$ cat src/rtl/snd_att_mixer.sv
// -----------------------------------------------------------------------------
// snd_att_mixer
//
// Runtime-programmable N-channel audio attenuator/mixer. Each channel has its
// own MUL/DIV gain pair, written into shadow registers at any time and copied
// into the active set when a sample strobe is accepted. One multiplier and one
// restoring divider are shared across the channels. The signed quotients are
// summed into a wide accumulator and then clamped to a single OUT_WIDTH sample.
//
// Sequence per mix:
//   IDLE -> START -> (MUL -> DIV x DW -> ACC) x CH_NUM -> SAT -> IDLE
// START is one setup cycle that clears the accumulator and the channel index.
// The latency from the accepting edge to OUT_VALID is therefore
// 1 + CH_NUM*(DW+2) + 1 cycles.
//
// Optional build macro: SND_ATT_MIXER_CLIP_CNT_EN
//   When defined, the module adds an 8-bit saturating CLIP_CNT output.
//
// Ports:
//   CLK         system clock
//   RESET_n     synchronous active-low reset
//   SAMPLE_STB  one-cycle pulse; starts a mix when IDLE
//   CH_IN       packed signed samples, channel k at [k*IN_WIDTH +: IN_WIDTH]
//   REG_WE      gain shadow register write strobe
//   REG_CH      target channel of the write (>= CH_NUM is ignored)
//   REG_MUL     multiplier value
//   REG_DIV     divisor value (0 mutes the channel)
//   OVR_CLR     clears OVERRUN (and CLIP_CNT when enabled)
//   OUT         signed mixed sample, held between updates
//   OUT_VALID   one-cycle pulse when OUT updates
//   BUSY        mix in progress
//   CLIPPED     last OUT was saturated
//   OVERRUN     sticky: a strobe arrived while busy
//   CLIP_CNT    (optional) saturating count of clipped outputs
// -----------------------------------------------------------------------------
module snd_att_mixer #(
    parameter int CH_NUM     = 4,
    parameter int IN_WIDTH   = 16,
    parameter int OUT_WIDTH  = 16,
    parameter int GAIN_WIDTH = 4
) (
    input  logic                          CLK,
    input  logic                          RESET_n,
    input  logic                          SAMPLE_STB,
    input  logic [CH_NUM*IN_WIDTH-1:0]    CH_IN,
    input  logic                          REG_WE,
    input  logic [2:0]                    REG_CH,
    input  logic [GAIN_WIDTH-1:0]         REG_MUL,
    input  logic [GAIN_WIDTH-1:0]         REG_DIV,
    input  logic                          OVR_CLR,
    output logic signed [OUT_WIDTH-1:0]   OUT,
    output logic                          OUT_VALID,
    output logic                          BUSY,
    output logic                          CLIPPED,
`ifdef SND_ATT_MIXER_CLIP_CNT_EN
    output logic                          OVERRUN,
    output logic [7:0]                    CLIP_CNT
`else
    output logic                          OVERRUN
`endif
);

    localparam int DW    = IN_WIDTH + GAIN_WIDTH;
    localparam int ACC_W = DW + $clog2(CH_NUM) + 1;
    localparam int IDX_W = (CH_NUM > 1) ? $clog2(CH_NUM) : 1;
    localparam int CNT_W = $clog2(DW + 1);

    // Clamp limits in accumulator width; the minimum is the bitwise inverse
    // of the maximum (-max-1 in two's complement).
    localparam logic signed [ACC_W-1:0] OUT_MAX_A = ACC_W'((64'd1 << (OUT_WIDTH-1)) - 64'd1);
    localparam logic signed [ACC_W-1:0] OUT_MIN_A = ~OUT_MAX_A;

    typedef enum logic [2:0] {
        S_IDLE,
        S_START,
        S_MUL,
        S_DIV,
        S_ACC,
        S_SAT
    } state_t;

    state_t                       state;
    logic [CH_NUM*IN_WIDTH-1:0]   ch_lat;
    logic [GAIN_WIDTH-1:0]        mul_sh  [CH_NUM];
    logic [GAIN_WIDTH-1:0]        div_sh  [CH_NUM];
    logic [GAIN_WIDTH-1:0]        mul_act [CH_NUM];
    logic [GAIN_WIDTH-1:0]        div_act [CH_NUM];
    logic [IDX_W-1:0]             idx;
    logic signed [ACC_W-1:0]      acc;
    logic                         neg;
    // Dividend shifts out MSB-first while quotient bits shift in at the LSB,
    // so after DW steps this register holds |p| / DIV.
    logic [DW-1:0]                dvd;
    logic [GAIN_WIDTH-1:0]        rem;
    logic [CNT_W-1:0]             bit_cnt;

    // ---------------- datapath (combinational) ----------------
    logic signed [IN_WIDTH-1:0]   x_cur;
    logic [GAIN_WIDTH-1:0]        mul_cur;
    logic [GAIN_WIDTH-1:0]        div_cur;
    logic signed [DW:0]           prod;
    logic [DW-1:0]                p_mag;
    logic [GAIN_WIDTH:0]          rem_sh;
    logic [GAIN_WIDTH:0]          div_ext;
    logic                         ge;
    logic [GAIN_WIDTH-1:0]        rem_nx;
    logic [DW-1:0]                dvd_nx;
    logic signed [ACC_W-1:0]      q_ext;
    logic signed [ACC_W-1:0]      q_signed;
    logic                         sat_hi;
    logic                         sat_lo;
    logic                         clip_now;

    always_comb begin
        x_cur    = ch_lat[idx*IN_WIDTH +: IN_WIDTH];
        mul_cur  = mul_act[idx];
        div_cur  = div_act[idx];

        // Both operands sign/zero-extended to DW+1 so the product is exact.
        prod     = $signed({{(DW+1-IN_WIDTH){x_cur[IN_WIDTH-1]}}, x_cur})
                 * $signed({{(DW+1-GAIN_WIDTH){1'b0}}, mul_cur});
        p_mag    = prod[DW] ? DW'(-prod) : prod[DW-1:0];

        // One restoring-division step. The partial remainder is always below
        // the divisor, so GAIN_WIDTH bits hold it between steps.
        rem_sh   = {rem, dvd[DW-1]};
        div_ext  = {1'b0, div_cur};
        ge       = (rem_sh >= div_ext);
        rem_nx   = ge ? GAIN_WIDTH'(rem_sh - div_ext) : rem_sh[GAIN_WIDTH-1:0];
        dvd_nx   = {dvd[DW-2:0], ge};

        // Quotient is a magnitude; reapplying the sign truncates toward zero.
        q_ext    = {{(ACC_W-DW){1'b0}}, dvd};
        q_signed = neg ? -q_ext : q_ext;

        sat_hi   = (acc > OUT_MAX_A);
        sat_lo   = (acc < OUT_MIN_A);
        clip_now = (state == S_SAT) && (sat_hi || sat_lo);
    end

    // ---------------- control and registers ----------------
    always_ff @(posedge CLK) begin
        if (!RESET_n) begin
            state     <= S_IDLE;
            OUT       <= '0;
            OUT_VALID <= 1'b0;
            BUSY      <= 1'b0;
            CLIPPED   <= 1'b0;
            OVERRUN   <= 1'b0;
            ch_lat    <= '0;
            idx       <= '0;
            acc       <= '0;
            neg       <= 1'b0;
            dvd       <= '0;
            rem       <= '0;
            bit_cnt   <= '0;
            for (int k = 0; k < CH_NUM; k++) begin
                mul_sh[k]  <= GAIN_WIDTH'(1);
                div_sh[k]  <= GAIN_WIDTH'(1);
                mul_act[k] <= GAIN_WIDTH'(1);
                div_act[k] <= GAIN_WIDTH'(1);
            end
        end else begin
            OUT_VALID <= 1'b0;

            if (REG_WE && (32'(REG_CH) < CH_NUM)) begin
                mul_sh[REG_CH[IDX_W-1:0]] <= REG_MUL;
                div_sh[REG_CH[IDX_W-1:0]] <= REG_DIV;
            end

            // A dropped strobe takes priority over the clear.
            if (SAMPLE_STB && (state != S_IDLE))
                OVERRUN <= 1'b1;
            else if (OVR_CLR)
                OVERRUN <= 1'b0;

            case (state)
                S_IDLE: begin
                    if (SAMPLE_STB) begin
                        // Shadow values read here are the pre-write ones, so a
                        // same-cycle register write waits for the next strobe.
                        ch_lat <= CH_IN;
                        for (int k = 0; k < CH_NUM; k++) begin
                            mul_act[k] <= mul_sh[k];
                            div_act[k] <= div_sh[k];
                        end
                        BUSY  <= 1'b1;
                        state <= S_START;
                    end
                end
                S_START: begin
                    acc   <= '0;
                    idx   <= '0;
                    state <= S_MUL;
                end
                S_MUL: begin
                    neg     <= prod[DW];
                    dvd     <= p_mag;
                    rem     <= '0;
                    bit_cnt <= '0;
                    state   <= S_DIV;
                end
                S_DIV: begin
                    rem     <= rem_nx;
                    dvd     <= dvd_nx;
                    bit_cnt <= bit_cnt + 1'b1;
                    if (bit_cnt == CNT_W'(DW-1))
                        state <= S_ACC;
                end
                S_ACC: begin
                    // DIV=0 runs the divider anyway for constant timing, but
                    // its result is discarded so the channel is muted.
                    if (div_cur != '0)
                        acc <= acc + q_signed;
                    if (idx == IDX_W'(CH_NUM-1)) begin
                        state <= S_SAT;
                    end else begin
                        idx   <= idx + 1'b1;
                        state <= S_MUL;
                    end
                end
                S_SAT: begin
                    if (sat_hi)
                        OUT <= OUT_MAX_A[OUT_WIDTH-1:0];
                    else if (sat_lo)
                        OUT <= OUT_MIN_A[OUT_WIDTH-1:0];
                    else
                        OUT <= acc[OUT_WIDTH-1:0];
                    CLIPPED   <= sat_hi || sat_lo;
                    OUT_VALID <= 1'b1;
                    BUSY      <= 1'b0;
                    state     <= S_IDLE;
                end
                default: state <= S_IDLE;
            endcase
        end
    end

`ifdef SND_ATT_MIXER_CLIP_CNT_EN
    // Saturating clip counter; a clip in the clearing cycle still counts.
    always_ff @(posedge CLK) begin
        if (!RESET_n)
            CLIP_CNT <= 8'd0;
        else if (OVR_CLR)
            CLIP_CNT <= clip_now ? 8'd1 : 8'd0;
        else if (clip_now && (CLIP_CNT != 8'hFF))
            CLIP_CNT <= CLIP_CNT + 8'd1;
    end
`endif

endmodule
$ cat config.mk
export PLATFORM = sky130hd
export DESIGN_NAME = snd_att_mixer
export DESIGN_NICKNAME = d
export VERILOG_FILES = /design/src/rtl/snd_att_mixer.sv
export SDC_FILE = /design/constraint.sdc
export NUM_CORES = 1
export LEC_CHECK = 0
export BUFFER_PORTS_ARGS = -buffer_cell sky130_fd_sc_hd__buf_2
export CORE_MARGIN = 2
export CORE_UTILIZATION = 57
export CTS_BUF_LIST = sky130_fd_sc_hd__clkbuf_8
export DETAILED_ROUTE_END_ITERATION = 6
export PLACE_DENSITY = 0.9
export SLEW_MARGIN = 20
export SYNTH_ARGS = -nofsm -noshare
export SYNTH_HDL_FRONTEND = slang
export SYNTH_SLANG_ARGS = --single-unit
$ cat constraint.sdc
create_clock -name CLK -period 5.51 [get_ports CLK]
set_clock_uncertainty 0.15 [all_clocks]
set_input_delay 1.102 -clock CLK [delete_from_list [all_inputs] [get_ports CLK]]
set_output_delay 1.102 -clock CLK [all_outputs]
set_load 0.03 [all_outputs]
; After elaboration in Yosys (flattened, before gate mapping)
; Memory sizes are Yosys's and may differ from the RTL's. A register that Yosys moved wholly into a read port is not among the register bits.
; Cells that the tools add are included.
; Widths: inputs -> output; s select.
[classes]
add_sub_neg = 6
bitwise_logic = 8
shifts = 1
n_mul = 1
muxes = 47
n_eq_ne = 11
n_reduce_logical = 17
div = 0
order_cmp = 4
[op_table]
columns = op, count
row1 = $shiftx 64x7->16, 1
row2 = $mux 23, 2
row3 = $pmux 23 s2, 1
row4 = $mux 4, 11
row5 = $pmux 20 s2, 1
row6 = $mux 16, 2
row7 = $add 23x23->23, 1
row8 = $gt 23x16->1 const B, 1
row9 = $lt 23x16->1 const B, 1
row10 = $neg 20->23, 1
row11 = $mul 16x5->21, 1
row12 = $mux 20, 1
row13 = $neg 20->20, 1
row14 = $pmux 3 s5, 1
row15 = $mux 1, 14
row16 = $mux 2, 7
row17 = $pmux 5 s2, 1
row18 = $reduce_and 2->1, 5
row19 = $mux 3, 3
row20 = $ne 2x2->1 const B, 4
row21 = $or 1x1->1, 8
row22 = $pmux 4 s2, 1
row23 = $reduce_bool 2->1, 4
row24 = $reduce_or 4->1, 2
row25 = other kinds (17), 20
[totals]
latchBits = 0
mem_count = 4
ff_bits = 142
output_inout_bits = 20
input_bits = 80
rom_bits = 0
ram_bits = 64
elab_cells = 112
[mem_list]
columns = memory, depth, word_bits, read_ports, rd_ports_with_merged_regs, write_ports, line_no
row1 = div_act, 4, 4, 1, 1, 4, 87  ; logic [GAIN_WIDTH-1:0] div_act [CH_NUM];
row2 = div_sh, 4, 4, 4, 0, 4, 85  ; logic [GAIN_WIDTH-1:0] div_sh [CH_NUM];
row3 = mul_act, 4, 4, 1, 1, 4, 86  ; logic [GAIN_WIDTH-1:0] mul_act [CH_NUM];
row4 = mul_sh, 4, 4, 4, 0, 4, 84  ; logic [GAIN_WIDTH-1:0] mul_sh [CH_NUM];

; Logic depth before layout (Yosys ltp)
; Gate-level depths: netlist of run 1.
[depth]
depth_word = 7
ltp_mapped = 23
ltp_nobuf = 18

; Worst setup path after synthesis of run 1
; Ideal clock, no wire load.
[synth_timing]
path_kind = register -> register
from = reg idx[0]
to = reg dvd[19]
path_stages_with_launch = 20
path_buffers = 2
setup_ns = 0.138
period_less_slack_ns = 5.908
t_arrival_ns = 5.620
t_required_ns = 5.222
setup_slack_ns = -0.398
path_cell_list = dfxtp_1 > buf_2 > buf_1 > mux4_2 > and2_1 > ha_1 > fa_1 > inv_1 > fa_1 > inv_1 > ha_1 > and3_1 > a221oi_2 > a21oi_1 > xnor2_1 > nand4b_1 > nor4_2 > a41oi_1 > xnor2_1 > o221ai_1
[synth_between]
elab_chain_cells = 5
[synth_rtl]
columns = item, line_no
row1 = from (decl), 88  ; logic [IDX_W-1:0] idx;
row2 = from (signal assigned), 218  ; idx <= idx + 1'b1;
row3 = $shiftx 64x7->16 *, 115  ; x_cur = ch_lat[idx*IN_WIDTH +: IN_WIDTH];
row4 = $mul 16x5->21 *, 121  ; * $signed({{(DW+1-GAIN_WIDTH){1'b0}}, mul_cur});
row5 = $neg 20->20, 122  ; p_mag = prod[DW] ? DW'(-prod) : prod[DW-1:0];
row6 = $mux 20 *, 122
row7 = $pmux 20 s2 *, 177  ; case (state)
row8 = to (signal assigned), 198  ; dvd <= p_mag;
row9 = to (signal assigned), 205  ; dvd <= dvd_nx;
row10 = to (decl), 93  ; logic [DW-1:0] dvd;
; Every way passes the cells marked *; elsewhere a longest branch is shown, timed or not.
; A chain may end at the register's enable or synchronous reset.

==> results.json, run 1 <==
{
  "outcome": "complete, no violations",
  "powerDensity_nw_per_um2": 335,
  "avgSynthCellArea_um2": 9.63,
  "cts.sinks": 208,
  "cts_tree": "done",
  "async_reset_ff_share_pct": 0,
  "grt_antenna_before_repair": 2,
  "start_util_pct": 57.9,
  "finalWorstPathRequiredPeriod_ns": 5.49,
  "ir_drop_mv": 0.381,
  "ant_nets": 0,
  "wl_um": 35100,
  "routed_via_density": 6.26,
  "synthToLayoutAreaGrowth_pct": 19.6,
  "syn_inst": 1303,
  "vias": 10990,
  "final_util_pct": 69.2,
  "clk_path_buf_depth": 3,
  "maxSlewViolCount": 0,
  "die_area_um2": 23200,
  "detailed_place_hpwl_um": 20900,
  "criticalPathCategory": "flip-flop to flip-flop",
  "final_hold_viol_count": 0,
  "timing.slew.headroom_pct": 40.9,
  "critPathCaptureType": "flip-flop",
  "place_congestion": 0.894,
  "start_kind": "flip-flop",
  "gr-total-overflow": 0,
  "power_frac_seq_pct": 37.1,
  "max_freq_mhz": 182,
  "grtUsageTotal_pct": 24.8,
  "die_h_um": 152,
  "max_stage_delay_ns": 0.58,
  "htree_levels": 2,
  "synth_nets": 1488,
  "clkLatencyLatePin_ns": 0.55,
  "firstDrtPassIters": 5,
  "required_ns": 5.75,
  "synth_seq_cells": 208,
  "synth_edf_count": 64,
  "period_share_pct": 99.6,
  "switching_share_pct": 35.7,
  "nFillCells": 1423,
  "io_pins": 100,
  "layout_commonest_cell": "dfxtp_1",
  "worstPathMaxFanout": 5,
  "met3_usage_pct": 4.38,
  "synth_ff_type": "dfxtp_1",
  "worst_hold_slack_ns": 0.297,
  "clk_pin_slew_ns": 0.07,
  "grt_max_degree": 72,
  "rsz0062_at_grt": "true",
  "grt.met1_usage_pct": 29.3,
  "drc": 0,
  "ys_warn_count": 0,
  "min_path_type": "flip-flop to flip-flop",
  "grt_most_used_layer": "met2",
  "p_clk_share_pct": 28.5,
  "finalSetupViolations": 0,
  "switchingPower_mw": 1.80,
  "post_drt_wl_per_cell_um": 20.0,
  "worstMarginPinSlew_ns": 0.887,
  "final_cell_mix": "dfxtp_1 (141), buf_2 (99), inv_1 (98)",
  "seq_area_frac_synth_pct": 38.3,
  "crit_arrival_ns": 5.72,
  "drtIter0Drc": 1084,
  "syn_area_um2": 12600,
  "die_x_um": 152,
  "synth_cell_types": 74,
  "portBuffers": 99,
  "drive_above_1_share_pct": 22.9,
  "pwr-share-comb_pct": 34.3,
  "internal-power_mw": 3.23,
  "grt_pass1_vias": 10254,
  "grt_pass1_wl_um": 48300,
  "rows": 54,
  "core-area_um2": 21700,
  "cts_made_buffers": 36,
  "leakagePower_nw": 6.25,
  "slowest_stage": "mux4_2",
  "nNetsFinal": 1634,
  "cap_violations": 0,
  "use_met2_pct": 44.3,
  "crit_chain": "buf_4, mux4_2, and2_4, ha_4, fa_1, inv_1, fa_1, inv_2, ha_4, buf_6, mux2i_2, o311ai_1, a311o_1, nand4b_1, nor4_2, buf_4, a41oi_2, xnor2_1, o221ai_1",
  "cts_root_buf": "clkbuf_8"
}
synthesized netlist by cell type, drive strengths merged (18+ instances only):
cell,instances,area share (%)
o21ai,55,2.2
and2,102,5.1
a21o,19,1.1
nand2b,30,1.5
nor3,27,1.1
ha,70,7.0
clkbuf,49,1.5
nand3,32,1.3
a21oi,77,3.1
inv,97,2.9
fa,35,5.6
nor2,78,2.3
buf,18,0.60
edfxtp,64,15
nand2,78,2.3
mux4,24,4.3
xnor2,47,3.3
a22o,64,4.5
dfxtp,144,23
critical path, delay by kind of cell (launching register included):
family / cells / cell delay, ns
adder cells (fa/ha/maj): 4 / 1.60
multiplexers: 2 / 0.83
AND/OR/NAND/NOR: 3 / 0.79
AO/OA/AOI/OAI: 4 / 0.76
buffers and inverters: 5 / 0.58
flip-flops: 1 / 0.43
XOR/XNOR: 1 / 0.18
power by group through the flow:
| stage | Combinational (mW) | Sequential (mW) | Clock, mW |
|---|---|---|---|
| 2_1_floorplan | 1.08 | 1.84 | 0 |
| 3_3_place_gp | 1.40 | 1.87 | 0 |
| 3_5_place_dp | 1.45 | 1.88 | 0 |
| 4_1_cts | 1.48 | 1.85 | 1.42 |
| 5_1_grt | 1.86 | 1.88 | 1.50 |
| 6_report | 1.73 | 1.87 | 1.44 |
metrics by stage:
stage	setup TNS, ns	worst slack (ns)	cell area (µm²)	total power, mW	instances
after floorplan	0	0.0577	12600	2.92	1303
after global placement	0	0.0453	13600	3.27	1663
after detailed placement	-0.404	-0.123	13600	3.33	1663
after CTS	0	0.00488	14300	4.76	1728
after global routing	-0.963	-0.146	15000	5.24	1756
final	0	0.0202	15000	5.03	1756
repair_timing:
action / 4_1_cts / 5_1_grt
buffers inserted: 2 / 23
hold buffers: 0 / 0
pin swaps: 3 / 42
gates resized for setup: 8 / 75
endpoints found under the setup margin: 11 / 18
cloned: 0 / 3
cell type report:
type / instances / area [µm²] / area share, %
Tap cell: 280 / 350 / 2.33
Multi-Input combinational cell: 933 / 7630 / 50.8
Inverter: 97 / 364 / 2.42
Antenna cell: 2 / 5.00 / 0.0333
Clock buffer: 38 / 523 / 3.48
Clock inverter: 25 / 188 / 1.25
Timing Repair Buffer: 173 / 1140 / 7.62
Sequential cell: 208 / 4820 / 32.1
cells by family after synthesis:
kind of cell               share of synthesized area, %
AOI/OAI and AO/OA                                  17.9
xor gates and xnor gates                           4.19
DFF                                                38.3
and+or+nand+nor                                    17.4
buffers and inverters                              4.96
adders and majority gates                          12.6
muxes                                              4.71
path summary, 6_finish.rpt:
kind,depth (start not counted),to,slack (ns),startpoint
setup / recovery,19,dvd[19],0.02,mul_act[3][2]
hold / removal,2,OUT[14],0.30,OUT[14]
setup reg to reg,19,dvd[19],0.02,mul_act[3][2]
hold reg to reg,2,OUT[14],0.30,OUT[14]
state kept, by name (all words and copies together) (netlist names), 5 cells and up, named ones only:
signal / flops
ch_lat: 64
acc: 23
dvd: 20
OUT: 16
div_act: 16
div_sh: 16
mul_act: 16
mul_sh: 16
bit_cnt: 5
layer usage:
layer	vias to the layer above	routed length (µm)	part of all wire, %
li1	4974	-	-
met1	5238	13000	37
met2	584	17600	50
met3	194	2300	6.6
met4	0	2160	6.2
met5	-	0	0
No activity file was read; power rests on OpenSTA's default activity.
==> run 2: changes to the inputs <==
BUFFER_PORTS_ARGS = unset   (was -buffer_cell sky130_fd_sc_hd__buf_2)
CORE_UTILIZATION = 60   (was 57)
DONT_BUFFER_PORTS = 1   (was unset)
==> run 2 against run 1 <==
Against the previous run:
- the run now ends with negative setup slack left
- cell count shrank 6.5%
- via count decreased by 3.6%
- sequential cell count stayed put
- die area down 4.9%
- critical path depth grew 2
- hold slack better by 0.023 ns
- largest cell class unchanged
- highest routed layer unchanged
==> results.json, run 2 (same netlist as run 1, synthesis figures left out) <==
{
  "worst_hold_slack_ns": 0.320,
  "cts_root_buf": "clkbuf_8",
  "final_util_pct": 70.3,
  "wl_um": 33200,
  "io_pins": 100,
  "post-place-cells": 1546,
  "criticalPathCategory": "flip-flop to flip-flop",
  "timing.slew.headroom_pct": 32.9,
  "cts_tree": "done",
  "grt_pass1_wl_um": 46100,
  "htree_levels": 2,
  "worstMarginPinSlew_ns": 1.01,
  "layout_commonest_cell": "dfxtp_1",
  "setup_ws_ns": -0.0981,
  "worstPathMaxFanout": 6,
  "crit_arrival_ns": 5.88,
  "required_ns": 5.78,
  "die_area_um2": 22100,
  "die_x_um": 149,
  "finalSetupViolations": 2,
  "final_area_um2": 14300,
  "drive_above_1_share_pct": 15.8,
  "critPathCaptureType": "flip-flop",
  "post_drt_wl_per_cell_um": 20.2,
  "ant_nets": 0,
  "place_congestion": 0.932,
  "rows": 52,
  "powerDensity_nw_per_um2": 337,
  "clk_pin_slew_ns": 0.06,
  "min_path_type": "flip-flop to flip-flop",
  "final-instance-count-excl-fill": 1642,
  "grt_antenna_before_repair": 0,
  "failed_checks": "negative setup slack",
  "reg_top3": "ch_lat: 64 flops, acc: 23 flops, dvd: 20 flops",
  "grtUsageTotal_pct": 25.4,
  "largest_register": "ch_lat",
  "maxSlewViolCount": 0,
  "ir_drop_mv": 0.299,
  "gr-total-overflow": 0,
  "synthToLayoutAreaGrowth_pct": 14.1,
  "finalWorstPathRequiredPeriod_ns": 5.61,
  "cap_violations": 0,
  "start_util_pct": 61.6,
  "period_share_pct": 102,
  "grt_max_degree": 98,
  "firstDrtPassIters": 6,
  "placedInstanceArea_um2": 13000,
  "detailed_place_hpwl_um": 20600,
  "cts_made_buffers": 35,
  "grt_pass1_vias": 9966,
  "vias": 10595,
  "largest_reg_flops": 64,
  "start_kind": "flip-flop",
  "cts.sinks": 208,
  "die_h_um": 149,
  "cts_hold_buf": 0,
  "leakagePower_nw": 5.81,
  "clkLatencyLatePin_ns": 0.54,
  "drc": 0,
  "antenna_cells": 0,
  "portBuffers": 0,
  "nNetsFinal": 1531,
  "core-area_um2": 20400,
  "clk_path_buf_depth": 3,
  "drtIter0Drc": 971,
  "outcome": "complete, but fails checks",
  "routed_via_density": 6.45,
  "final_cell_mix": "dfxtp_1 (141), inv_1 (102), and2_1 (92)",
  "final_hold_viol_count": 0,
  "max_freq_mhz": 178,
  "ff2ff_setup_slack_ns": -0.1
}
## run 2: cell types whose count changed in the layout (fill, tap and decap cells not counted), sizes merged
cell and change:
buf -102, bufinv -1, clkinv -1, clkinvlp +1
diode -2, inv +2, mux4 -1
## run 2: metrics by stage
step	setup TNS (ns)	total power [mW]	setup slack, ns
6_report	-0.101	4.83	-0.0981
5_1_grt	-1.35	5.04	-0.318
4_1_cts	-0.00343	4.57	-0.00343
3_5_place_dp	-0.601	3.27	-0.179
3_3_place_gp	0	3.21	0.0557
2_1_floorplan	0	2.92	0.0577
## run 2: critical path, stage by stage, from the launching register on
cell and delay [ns]:
dfxtp_4 0.38, buf_12 0.13, mux4_2 0.56, and2_4 0.20, ha_4 0.22, fa_1 0.54
inv_1 0.06, fa_1 0.53, inv_1 0.06, ha_4 0.30, o21a_1 0.21, o31ai_4 0.10
buf_4 0.15, a2111oi_4 0.36, nor4b_2 0.11, o31ai_2 0.31, xnor2_2 0.16, buf_6 0.17
buf_4 0.13, nor2_1 0.15, nor3_1 0.10, o41ai_1 0.40
## run 2: cell type report
| type | instances | area, µm² |
|---|---|---|
| Multi-Input combinational cell | 932 | 7530 |
| Fill cell | 1298 | 6040 |
| Sequential cell | 208 | 4810 |
| Timing Repair Buffer | 72 | 609 |
| Clock buffer | 37 | 509 |
| Inverter | 97 | 364 |
| Tap cell | 270 | 338 |
| Clock inverter | 26 | 155 |
## run 2: worst paths after layout
kind	from	end	cells after the start
max	idx[0]	dvd[2]	21
min	rem[3]	rem[3]	2
max reg2reg	idx[0]	dvd[2]	21
min reg2reg	rem[3]	rem[3]	2
## run 2: layer usage
layer	global-route usage, %	up-vias	wire (µm)
met5	0	-	0
met4	10.5	0	1950
met3	4.60	166	2360
met2	45.6	591	16800
met1	29.9	5071	12100
li1	-	4767	-
## run 2: power breakdown
group / internal (mW) / total, mW / switching [mW]
Combinational: 0.696 / 1.64 / 0.946
Sequential: 1.74 / 1.87 / 0.133
Clock: 0.679 / 1.32 / 0.637
## run 2: timing repair
item / CTS / global route
pin swaps: 2 / 34
buffers inserted: 1 / 29
gates cloned: 0 / 3
endpoints found under the setup margin: 4 / 18
resized for setup: 5 / 66
